[src/rtl/wb_pipe_if.sv]
// Valid/ready stream carrying one write-back result (dest addr, write enable, data).
//   master: drives valid/wd/wreg/wdata, receives ready
//   slave : receives valid/wd/wreg/wdata, drives ready
interface wb_pipe_if #(
    parameter int unsigned ADDR_W = 5,
    parameter int unsigned DATA_W = 32
);
    logic              valid;
    logic              ready;
    logic [ADDR_W-1:0] wd;
    logic              wreg;
    logic [DATA_W-1:0] wdata;

    modport master (output valid, output wd, output wreg, output wdata, input ready);
    modport slave  (input valid, input wd, input wreg, input wdata, output ready);
endinterface

[src/rtl/wb_pipe_stage.sv]
// MEM->WB pipeline register with valid/ready handshake, flush and optional skid entry.
// Ports:
//   clk    : clock, all state on rising edge
//   rst    : synchronous reset, active-high
//   flush  : discard all held entries, block input this cycle
//   mem_i  : upstream result stream from MEM (slave side; ready = in_ready)
//   wb_o   : downstream result stream to WB (master side; payload zero when not valid)
module wb_pipe_stage #(
    parameter int unsigned ADDR_W    = 5,
    parameter int unsigned DATA_W    = 32,
    parameter bit          SKID_EN   = 1'b1,
    parameter bit          ZERO_SUPP = 1'b1
) (
    input  logic      clk,
    input  logic      rst,
    input  logic      flush,
    wb_pipe_if.slave  mem_i,
    wb_pipe_if.master wb_o
);

    // Main (M) entry: the one presented on the outputs
    logic              m_valid_q, m_valid_d;
    logic [ADDR_W-1:0] m_wd_q,    m_wd_d;
    logic              m_wreg_q,  m_wreg_d;
    logic [DATA_W-1:0] m_wdata_q, m_wdata_d;

    // Skid (S) entry: always younger than M; stays empty when SKID_EN=0
    logic              s_valid_q, s_valid_d;
    logic [ADDR_W-1:0] s_wd_q,    s_wd_d;
    logic              s_wreg_q,  s_wreg_d;
    logic [DATA_W-1:0] s_wdata_q, s_wdata_d;

    logic in_ready;
    logic out_valid;
    logic accept;
    logic emit;

    // Handshake terms; flush is the only combinational input to ready in skid mode
    always_comb begin
        out_valid = m_valid_q & ~flush;
        if (SKID_EN) begin
            in_ready = ~s_valid_q & ~flush;
        end else begin
            in_ready = (~m_valid_q | wb_o.ready) & ~flush;
        end
        accept = mem_i.valid & in_ready;
        emit   = out_valid & wb_o.ready;
    end

    // Entry update; payload fields change only when their entry is reloaded
    always_comb begin
        m_valid_d = m_valid_q;
        m_wd_d    = m_wd_q;
        m_wreg_d  = m_wreg_q;
        m_wdata_d = m_wdata_q;
        s_valid_d = s_valid_q;
        s_wd_d    = s_wd_q;
        s_wreg_d  = s_wreg_q;
        s_wdata_d = s_wdata_q;

        if (flush) begin
            m_valid_d = 1'b0;
            s_valid_d = 1'b0;
        end else if (!m_valid_q || emit) begin
            if (s_valid_q) begin
                // S holds the older pending beat; ready is low so nothing is accepted
                m_valid_d = 1'b1;
                m_wd_d    = s_wd_q;
                m_wreg_d  = s_wreg_q;
                m_wdata_d = s_wdata_q;
                s_valid_d = 1'b0;
            end else if (accept) begin
                m_valid_d = 1'b1;
                m_wd_d    = mem_i.wd;
                m_wreg_d  = mem_i.wreg;
                m_wdata_d = mem_i.wdata;
            end else begin
                m_valid_d = 1'b0;
            end
        end else if (SKID_EN && accept) begin
            // M stalled: S absorbs the beat that was in flight while ready was still high
            s_valid_d = 1'b1;
            s_wd_d    = mem_i.wd;
            s_wreg_d  = mem_i.wreg;
            s_wdata_d = mem_i.wdata;
        end
    end

    // State registers with synchronous reset
    always_ff @(posedge clk) begin
        if (rst) begin
            m_valid_q <= 1'b0;
            m_wd_q    <= '0;
            m_wreg_q  <= 1'b0;
            m_wdata_q <= '0;
            s_valid_q <= 1'b0;
            s_wd_q    <= '0;
            s_wreg_q  <= 1'b0;
            s_wdata_q <= '0;
        end else begin
            m_valid_q <= m_valid_d;
            m_wd_q    <= m_wd_d;
            m_wreg_q  <= m_wreg_d;
            m_wdata_q <= m_wdata_d;
            s_valid_q <= s_valid_d;
            s_wd_q    <= s_wd_d;
            s_wreg_q  <= s_wreg_d;
            s_wdata_q <= s_wdata_d;
        end
    end

    // Bubbles present a NOP; writes to register 0 are suppressed when enabled
    assign mem_i.ready = in_ready;
    assign wb_o.valid  = out_valid;
    assign wb_o.wd     = out_valid ? m_wd_q : '0;
    assign wb_o.wreg   = out_valid & m_wreg_q & ~(ZERO_SUPP & (m_wd_q == '0));
    assign wb_o.wdata  = out_valid ? m_wdata_q : '0;

endmodule

[src/flat_wrapper.sv]
// flat-port wrapper written by rule: the top's interface ports become plain ports
module wb_pipe_stage_flat 
#(
    parameter int unsigned ADDR_W    = 5,
    parameter int unsigned DATA_W    = 32,
    parameter bit          SKID_EN   = 1'b1,
    parameter bit          ZERO_SUPP = 1'b1
)
  (clk, rst, flush, mem_i_valid, mem_i_wd, mem_i_wreg, mem_i_wdata, mem_i_ready, wb_o_valid, wb_o_wd, wb_o_wreg, wb_o_wdata, wb_o_ready);
  wb_pipe_if #(.ADDR_W(ADDR_W), .DATA_W(DATA_W)) mem_i_i ();
  wb_pipe_if #(.ADDR_W(ADDR_W), .DATA_W(DATA_W)) wb_o_i ();
  input  logic clk;
  input  logic rst;
  input  logic flush;
  input wire logic [$bits(mem_i_i.valid)-1:0] mem_i_valid;
  input wire logic [$bits(mem_i_i.wd)-1:0] mem_i_wd;
  input wire logic [$bits(mem_i_i.wreg)-1:0] mem_i_wreg;
  input wire logic [$bits(mem_i_i.wdata)-1:0] mem_i_wdata;
  output wire logic [$bits(mem_i_i.ready)-1:0] mem_i_ready;
  output wire logic [$bits(wb_o_i.valid)-1:0] wb_o_valid;
  output wire logic [$bits(wb_o_i.wd)-1:0] wb_o_wd;
  output wire logic [$bits(wb_o_i.wreg)-1:0] wb_o_wreg;
  output wire logic [$bits(wb_o_i.wdata)-1:0] wb_o_wdata;
  input wire logic [$bits(wb_o_i.ready)-1:0] wb_o_ready;
  assign mem_i_i.valid = mem_i_valid;
  assign mem_i_i.wd = mem_i_wd;
  assign mem_i_i.wreg = mem_i_wreg;
  assign mem_i_i.wdata = mem_i_wdata;
  assign mem_i_ready = mem_i_i.ready;
  assign wb_o_valid = wb_o_i.valid;
  assign wb_o_wd = wb_o_i.wd;
  assign wb_o_wreg = wb_o_i.wreg;
  assign wb_o_wdata = wb_o_i.wdata;
  assign wb_o_i.ready = wb_o_ready;
  wb_pipe_stage #(.ADDR_W(ADDR_W), .DATA_W(DATA_W), .SKID_EN(SKID_EN), .ZERO_SUPP(ZERO_SUPP)) u_core (.clk(clk), .rst(rst), .flush(flush), .mem_i(mem_i_i), .wb_o(wb_o_i));
endmodule
[config.mk]
export PLATFORM = sky130hd
export DESIGN_NAME = wb_pipe_stage_flat
export DESIGN_NICKNAME = d
export VERILOG_FILES = /design/src/rtl/wb_pipe_if.sv /design/src/rtl/wb_pipe_stage.sv /design/src/flat_wrapper.sv
export SDC_FILE = /design/constraint.sdc
export NUM_CORES = 1
export LEC_CHECK = 0
export CAP_MARGIN = 20
export CORE_MARGIN = 2
export CORE_UTILIZATION = 40
export DETAILED_ROUTE_END_ITERATION = 10
export GPL_ROUTABILITY_DRIVEN = 0
export PLACE_DENSITY = 0.67
export SLEW_MARGIN = 20
export SYNTH_ARGS = -nofsm -noshare
export SYNTH_HDL_FRONTEND = slang
export SYNTH_SLANG_ARGS = --single-unit
[constraint.sdc]
create_clock -name clk -period 1.6 [get_ports clk]
set_clock_uncertainty 0.05 [all_clocks]
set_input_delay 0.24 -clock clk [delete_from_list [all_inputs] [get_ports clk]]
set_output_delay 0.24 -clock clk [all_outputs]
set_load 0.005 [all_outputs]
==> metrics, run 1 <==
Root Driver clkbuf_8; Area growth syn-to-layout 37.9%; Seq/Total Area, Yosys 38.7%; fin crit share 111%; drt total wl 10,100 µm; fmax 0.564 GHz; mapped cell area 0.00403 mm²; first-pass GRT wire length roughly 16,000 µm; htree depth 3; syn_nets slightly below 500; Slew HR 69.5%; CP Launch Type flip-flop; #FFs+latches synth 78; Port Buf Inserts 82; Peak VDD IR 0.440 mV; min cycle time layout 1.77 ns; Starting DRT DRC Count 100; Core Rows 36; Post-Place Worst Slack -0.267 ns; failing checks negative setup slack; num ports 83; Mapped Cells 438; CTS Buf Count 9; critical-path cell list nor2b_4, buf_12, buf_6, buf_6, buf_12, and2_4, buf_6; initial core utilization about two fifths; slowest stage delay, CP 0.32 ns; Max clock buf depth 2; Unique masters post-synth 22; Die Wd 104 µm; post-synthesis area per instance about 9 µm²; Pre-antenna DRT Iters 4; Synth async-reset ratio 0%; n_diodes 0; via count 3,303; Tightest Pin Transition 0.458 ns; Synth top area share 38.7%; most common flop cell mapped by yosys dfxtp_1; DR DRC count 0; CP delay by family, top buffers and inverters; Fin. Hold Viols 0; EDFF count, synth 0; max cap viols 0; Power Density 753 mW/mm²; worst setup margin -0.173 ns; crit-path most repeated cell buf_6; Clock transition at path regs 0.07 ns; Ys Warns 0; largest area contributor in the netlist dfxtp_1; Synth area leaders dfxtp_1 39%, nand2b_1 12%, mux2_2 11%; crit end category output port; most frequent cells in the layout 76 x nand2b_1, 76 x dfxtp_1, 40 x clkdlybuf4s50_1; vias per cell 5.04; worst skew pair latency between 0.3 and 0.4 ns; share of cells above drive strength 1 about a third; CTS tree yes; unrepaired setup endpoints after global routing true; ANT nets after route 0; Worst EP required 1.31 ns; post-layout net count about 560; DP HPWL between 6000 and 7000 µm; crit path kind flip-flop to output port; antenna violations before repair 0; outcome complete, but fails checks; CP max FO 8; gr usage total 18.3%; Core Region 0.00977 mm²; CP bufs+invs 5; FF-to-FF Start u_core.m_valid_q$_SDFFE_PP0P_; full die area 0.0109 mm²; # setup viols final 67; CP arrival 1.48 ns; global route overflow 0; min-delay src rst; Hold Crit Class input port to flip-flop; vias in the first global route approximately 3,500; worst-path cell with the longest stage delay dfxtp_2; Overall Power 4190 µW; Final Slew Violations 0; Post-CTS Hold Fix Bufs 0; DR WL/cell 15.4 µm; Critical Path Start u_core.m_valid_q$_SDFFE_PP0P_; Die H 104 µm; Clock Sinks 78; largest net degree at the start of global routing 61; Leak Pwr about 0.002 µW
-- worst register-to-register path, delay by kind of cell, from the launching register on --
| kind | cells | cell delay, ns |
|---|---|---|
| mux | 1 | 0.18 |
| simple gates | 2 | 0.43 |
| flops | 1 | 0.33 |
| buf+inv | 4 | 0.60 |
-- timing repair --
item                       in CTS  in global routing
setup endpoints to repair      40                 76
resized for setup             232                  4
setup buffers                   6                  2
pin swaps                      24                  4
gates cloned                    2                  3
-- cells by family after synthesis --
family | count (synthesis) | share of synthesized area, %
buffers and inverters | 82 | 8.96
AO/OA/AOI/OAI | 39 | 7.20
multiplexers | 76 | 20.0
AND/OR/NAND/NOR | 163 | 25.1
flip-flops | 78 | 38.7
-- metal layers --
layer	GRT usage, %	wire (µm)
met5	0	0
met3	5.08	408
met2	33.1	5050
met1	21.2	4550
met4	4.54	116
-- power by group --
| group | internal [µW] | switching [µW] | total [µW] |
|---|---|---|---|
| clock | 870 | 691 | 1560 |
| sequential | 2020 | 45.8 | 2060 |
| combinational | 315 | 249 | 564 |
| total | 3200 | 986 | 4190 |
-- cell usage after synthesis, types with 2 or more instances --
master / count
buf_2: 7
nor3_1: 2
mux2i_1: 38
clkbuf_1: 29
nand2b_1: 76
dfxtp_1: 78
buf_6: 5
buf_4: 2
nor4_1: 39
a211oi_1: 38
nor2_1: 3
mux2_2: 38
inv_1: 38
and2_1: 37
-- registers in the layout (all words and copies together), names as in the netlist --
signal / count
u_core.m_wreg_q: 1
u_core.s_wd_q: 5
u_core.s_wdata_q: 32
u_core.m_wdata_q: 32
u_core.m_wd_q: 5
u_core.s_valid_q: 1
u_core.m_valid_q: 1
u_core.s_wreg_q: 1
-- area by class of cell --
cell class | instances | area [µm²]
Multi-Input combinational cell | 278 | 2230
Fill cell | 905 | 4210
Timing Repair Buffer | 114 | 1250
Clock inverter | 4 | 72.6
Tap cell | 133 | 166
Clock buffer | 11 | 131
Sequential cell | 78 | 1570
Inverter | 38 | 143
-- final timing paths --
path                                            to  slack, ns  depth (start not counted)
hold / removal    u_core.m_wdata_q[5]$_SDFFE_PP0P_       0.30                          3
hold reg to reg   u_core.m_wdata_q[1]$_SDFFE_PP0P_       0.41                          2
setup reg to reg     u_core.s_wd_q[2]$_SDFFE_PP0P_      -0.05                          7
setup / recovery                     wb_o_wdata[0]      -0.17                          7
-- per-stage QoR --
step	std cells	hold slack (ns)	util, %	TNS, ns	instance area (µm²)
after floorplan	438	0.269	-	0	4030
after global placement	632	0.389	52.0	-12.92	5080
after detailed placement	632	0.395	52.0	-15.49	5080
after CTS	655	0.298	56.7	-4.47	5540
after global routing	656	0.312	56.9	-8.84	5560
final	656	0.303	56.9	-3.18	5560
No activity file was read; power rests on OpenSTA's default activity.
==> run 2: changes to the inputs <==
--- a/config.mk
+++ b/config.mk
@@ -5,13 +5,13 @@
 export SDC_FILE = /design/constraint.sdc
 export NUM_CORES = 1
 export LEC_CHECK = 0
+export ABC_CLOCK_PERIOD_IN_PS = 1600
 export CAP_MARGIN = 20
 export CORE_MARGIN = 2
 export CORE_UTILIZATION = 40
 export DETAILED_ROUTE_END_ITERATION = 10
 export GPL_ROUTABILITY_DRIVEN = 0
 export PLACE_DENSITY = 0.67
-export SLEW_MARGIN = 20
 export SYNTH_ARGS = -nofsm -noshare
 export SYNTH_HDL_FRONTEND = slang
 export SYNTH_SLANG_ARGS = --single-unit
==> results of run 2 <==
The final DEF is identical to that of run 1; final timing and power are the same.
==> run 3: changes to the inputs <==
--- a/config.mk
+++ b/config.mk
@@ -7,6 +7,7 @@
 export LEC_CHECK = 0
 export ABC_CLOCK_PERIOD_IN_PS = 1600
 export CAP_MARGIN = 20
+export CORE_ASPECT_RATIO = 2
 export CORE_MARGIN = 2
 export CORE_UTILIZATION = 40
 export DETAILED_ROUTE_END_ITERATION = 10
==> constraint.sdc (replaced) <==
create_clock -name clk -period 1.6 [get_ports clk]
set_clock_uncertainty 0.05 [all_clocks]
set_input_delay 0.24 -clock clk [delete_from_list [all_inputs] [get_ports clk]]
set_output_delay 0.24 -clock clk [all_outputs]
set_load 0.02 [all_outputs]
==> metrics, run 3 (synthesized netlist as in run 1, its figures left out) <==
Final Slew Violations 0 (unchanged); Sw Pwr 1110 µW (was 986 µW); Peak VDD IR 0.662 mV (was 0.440 mV); vias in the first global route 3,476 (was 3,468); Root Driver clkbuf_16 (was clkbuf_8); failing checks negative setup slack (unchanged); n_diodes 0 (unchanged); Clock Sinks 78 (unchanged); min cycle time layout 1.74 ns (was 1.77 ns); CTS tree yes (unchanged); Sw Ratio 24.6% (was 23.6%); Die Wd 75.0 µm (was 104 µm); ANT nets after route 0 (unchanged); Clock transition at path regs 0.06 ns (was 0.07 ns); slowest stage delay, CP 0.34 ns (was 0.32 ns); Power Density 798 mW/mm² (was 753 mW/mm²); Leak Pwr 0.00207 µW (was 0.00204 µW); Slew HR 68.7% (was 69.5%); Clk pwr share 41.6% (was 37.3%); Die H 146 µm (was 104 µm); min-delay src rst (unchanged); Post-Place Worst Slack -0.276 ns (was -0.267 ns); fin crit share 109% (was 111%); CP Launch Type flip-flop (unchanged); # setup viols final 72 (was 67); vias per cell 5.21 (was 5.04); Max clock buf depth 2 (unchanged); Area growth syn-to-layout 40.9% (was 37.9%); unrepaired setup endpoints after global routing true (unchanged); Hold Crit Class input port to flip-flop (unchanged); Critical Path Start u_core.m_valid_q$_SDFFE_PP0P_ (unchanged); Tightest Pin Transition 0.470 ns (was 0.458 ns); sequential power share 45.5% (was 49.2%); Largest regs u_core.m_wdata_q x32, u_core.s_wdata_q x32 (unchanged); DR DRC count 0 (unchanged); CTS Buf Count 9 (unchanged); num ports 83 (unchanged); critical-path cell list nor2b_4, buf_12, buf_12, buf_8, and2_4, buf_6 (was nor2b_4, buf_12, buf_6, buf_6, buf_12, and2_4, buf_6); worst skew pair latency 0.34 ns (about the same); DP HPWL 6610 µm (was 6270 µm); Starting DRT DRC Count 186 (was 100); setup TNS -3.50 ns (was -3.18 ns); first-pass GRT wire length 16,700 µm (was 16,300 µm); hold path endpoint u_core.s_valid_q$_SDFFE_PP0P_ (was u_core.m_wdata_q[5]$_SDFFE_PP0P_); gr usage total 19.3% (was 18.3%); Gate power share 13.0% (was 13.5%); internal power 3420 µW (was 3200 µW); drt total wl 10,800 µm (was 10,100 µm); FF-to-FF Start u_core.m_valid_q$_SDFFE_PP0P_ (unchanged); Port Buf Inserts 82 (unchanged); Worst EP required 1.31 ns (about the same); antenna violations before repair 0 (unchanged); crit end category output port (unchanged); Worst Reg2Reg Path Length in Cells 7 (unchanged); FF-to-FF End u_core.s_wd_q[4]$_SDFFE_PP0P_ (was u_core.s_wd_q[2]$_SDFFE_PP0P_); fmax 0.575 GHz (was 0.564 GHz); full die area 0.0110 mm² (was 0.0109 mm²); crit-path most repeated cell buf_12 (was buf_6); share of cells above drive strength 1 30.8% (was 31.4%); worst setup margin -0.139 ns (was -0.173 ns); filler instances 856 (was 905); global route overflow 0 (unchanged); initial core utilization 41.3% (about the same); largest net degree at the start of global routing 68 (was 61); outcome complete, but fails checks (unchanged); max cap viols 0 (unchanged); area post-placement 0.00505 mm² (was 0.00508 mm²); most frequent cells in the layout 76 x nand2b_1, 76 x dfxtp_1, 43 x buf_6 (was 76 x nand2b_1, 76 x dfxtp_1, 40 x clkdlybuf4s50_1); crit path kind flip-flop to output port (unchanged); CP max FO 7 (was 8); R2R setup slack -0.05 ns (about the same); CP bufs+invs 4 (was 5); Fin. Hold Viols 0 (unchanged); via count 3,430 (was 3,303); post-layout net count 564 (was 562); CP delay by family, top buffers and inverters (unchanged); CP arrival 1.45 ns (was 1.48 ns); Pre-antenna DRT Iters 7 (was 4); Post-CTS Hold Fix Bufs 0 (unchanged); final core utilization 58.2% (was 56.9%); Min-Delay Path Depth 2 (was 3); DR WL/cell 16.5 µm (was 15.4 µm); Core Rows 51 (was 36); cell area after layout 0.00569 mm² (was 0.00556 mm²); htree depth 3 (unchanged); worst-path cell with the longest stage delay dfxtp_2 (unchanged); Core Region 0.00976 mm² (was 0.00977 mm²)
==> run 3: how the worst max path moves through the flow <==
stage / endpoint / depth (start not counted)
final: wb_o_wdata[3] / 6
after detailed placement: u_core.m_wdata_q[3]$_SDFFE_PP0P_ / 5
after global placement: u_core.m_wdata_q[30]$_SDFFE_PP0P_ / 5
after floorplan: u_core.m_wdata_q[23]$_SDFFE_PP0P_ / 5
after CTS: wb_o_wdata[1] / 6
after global routing: wb_o_wdata[4] / 6
==> run 3: power groups by stage <==
stage	logic, µW	clock network [µW]	registers (µW)
final	589	1890	2060
after global routing	636	1980	2070
after CTS	553	1920	2060
after detailed placement	534	0	2100
after global placement	526	0	2100
after floorplan	317	0	2090
==> run 3: routing by layer <==
layer / GRT usage (%) / vias to the layer above / share of wire (%)
met5: 0 / - / 0
met1: 22.6 / 1687 / 40
met3: 2.28 / 15 / 2.8
li1: - / 1654 / -
met4: 7.86 / 0 / 2.6
met2: 34.1 / 74 / 54
==> run 3: metrics by stage <==
step	instances	power, µW	hold WS, ns
floorplan	438	2400	0.269
global placement	630	2630	0.389
detailed placement	630	2640	0.389
CTS	651	4540	0.335
global route	658	4690	0.379
finish	658	4540	0.334
==> run 3: worst register-to-register path, cell delays in order, from the launching register on <==
cell       delay, ns
dfxtp_2         0.34
nor2b_4         0.18
buf_6           0.13
buf_6           0.11
buf_6           0.09
and3_4          0.29
clkbuf_16       0.21
mux2i_1         0.19
==> run 3: final cells by class <==
| type | count | area, µm² | share of cell area [%] |
|---|---|---|---|
| multi-input combinational | 278 | 2230 | 39.2 |
| sequential | 78 | 1570 | 27.6 |
| timing repair buffer | 116 | 1310 | 23.0 |
| clock buffer | 11 | 243 | 4.27 |
| tap | 132 | 165 | 2.90 |
| inverter | 38 | 143 | 2.51 |
| clock inverter | 5 | 35.0 | 0.616 |
==> run 3: repair_timing <==
action                                  4_1_cts  5_1_grt
endpoints found under the setup margin       40       92
resized for setup                           232       42
hold endpoints to repair                      0        0
pin swaps                                     7        6
gates cloned                                  0        5
setup buffers                                 5        2
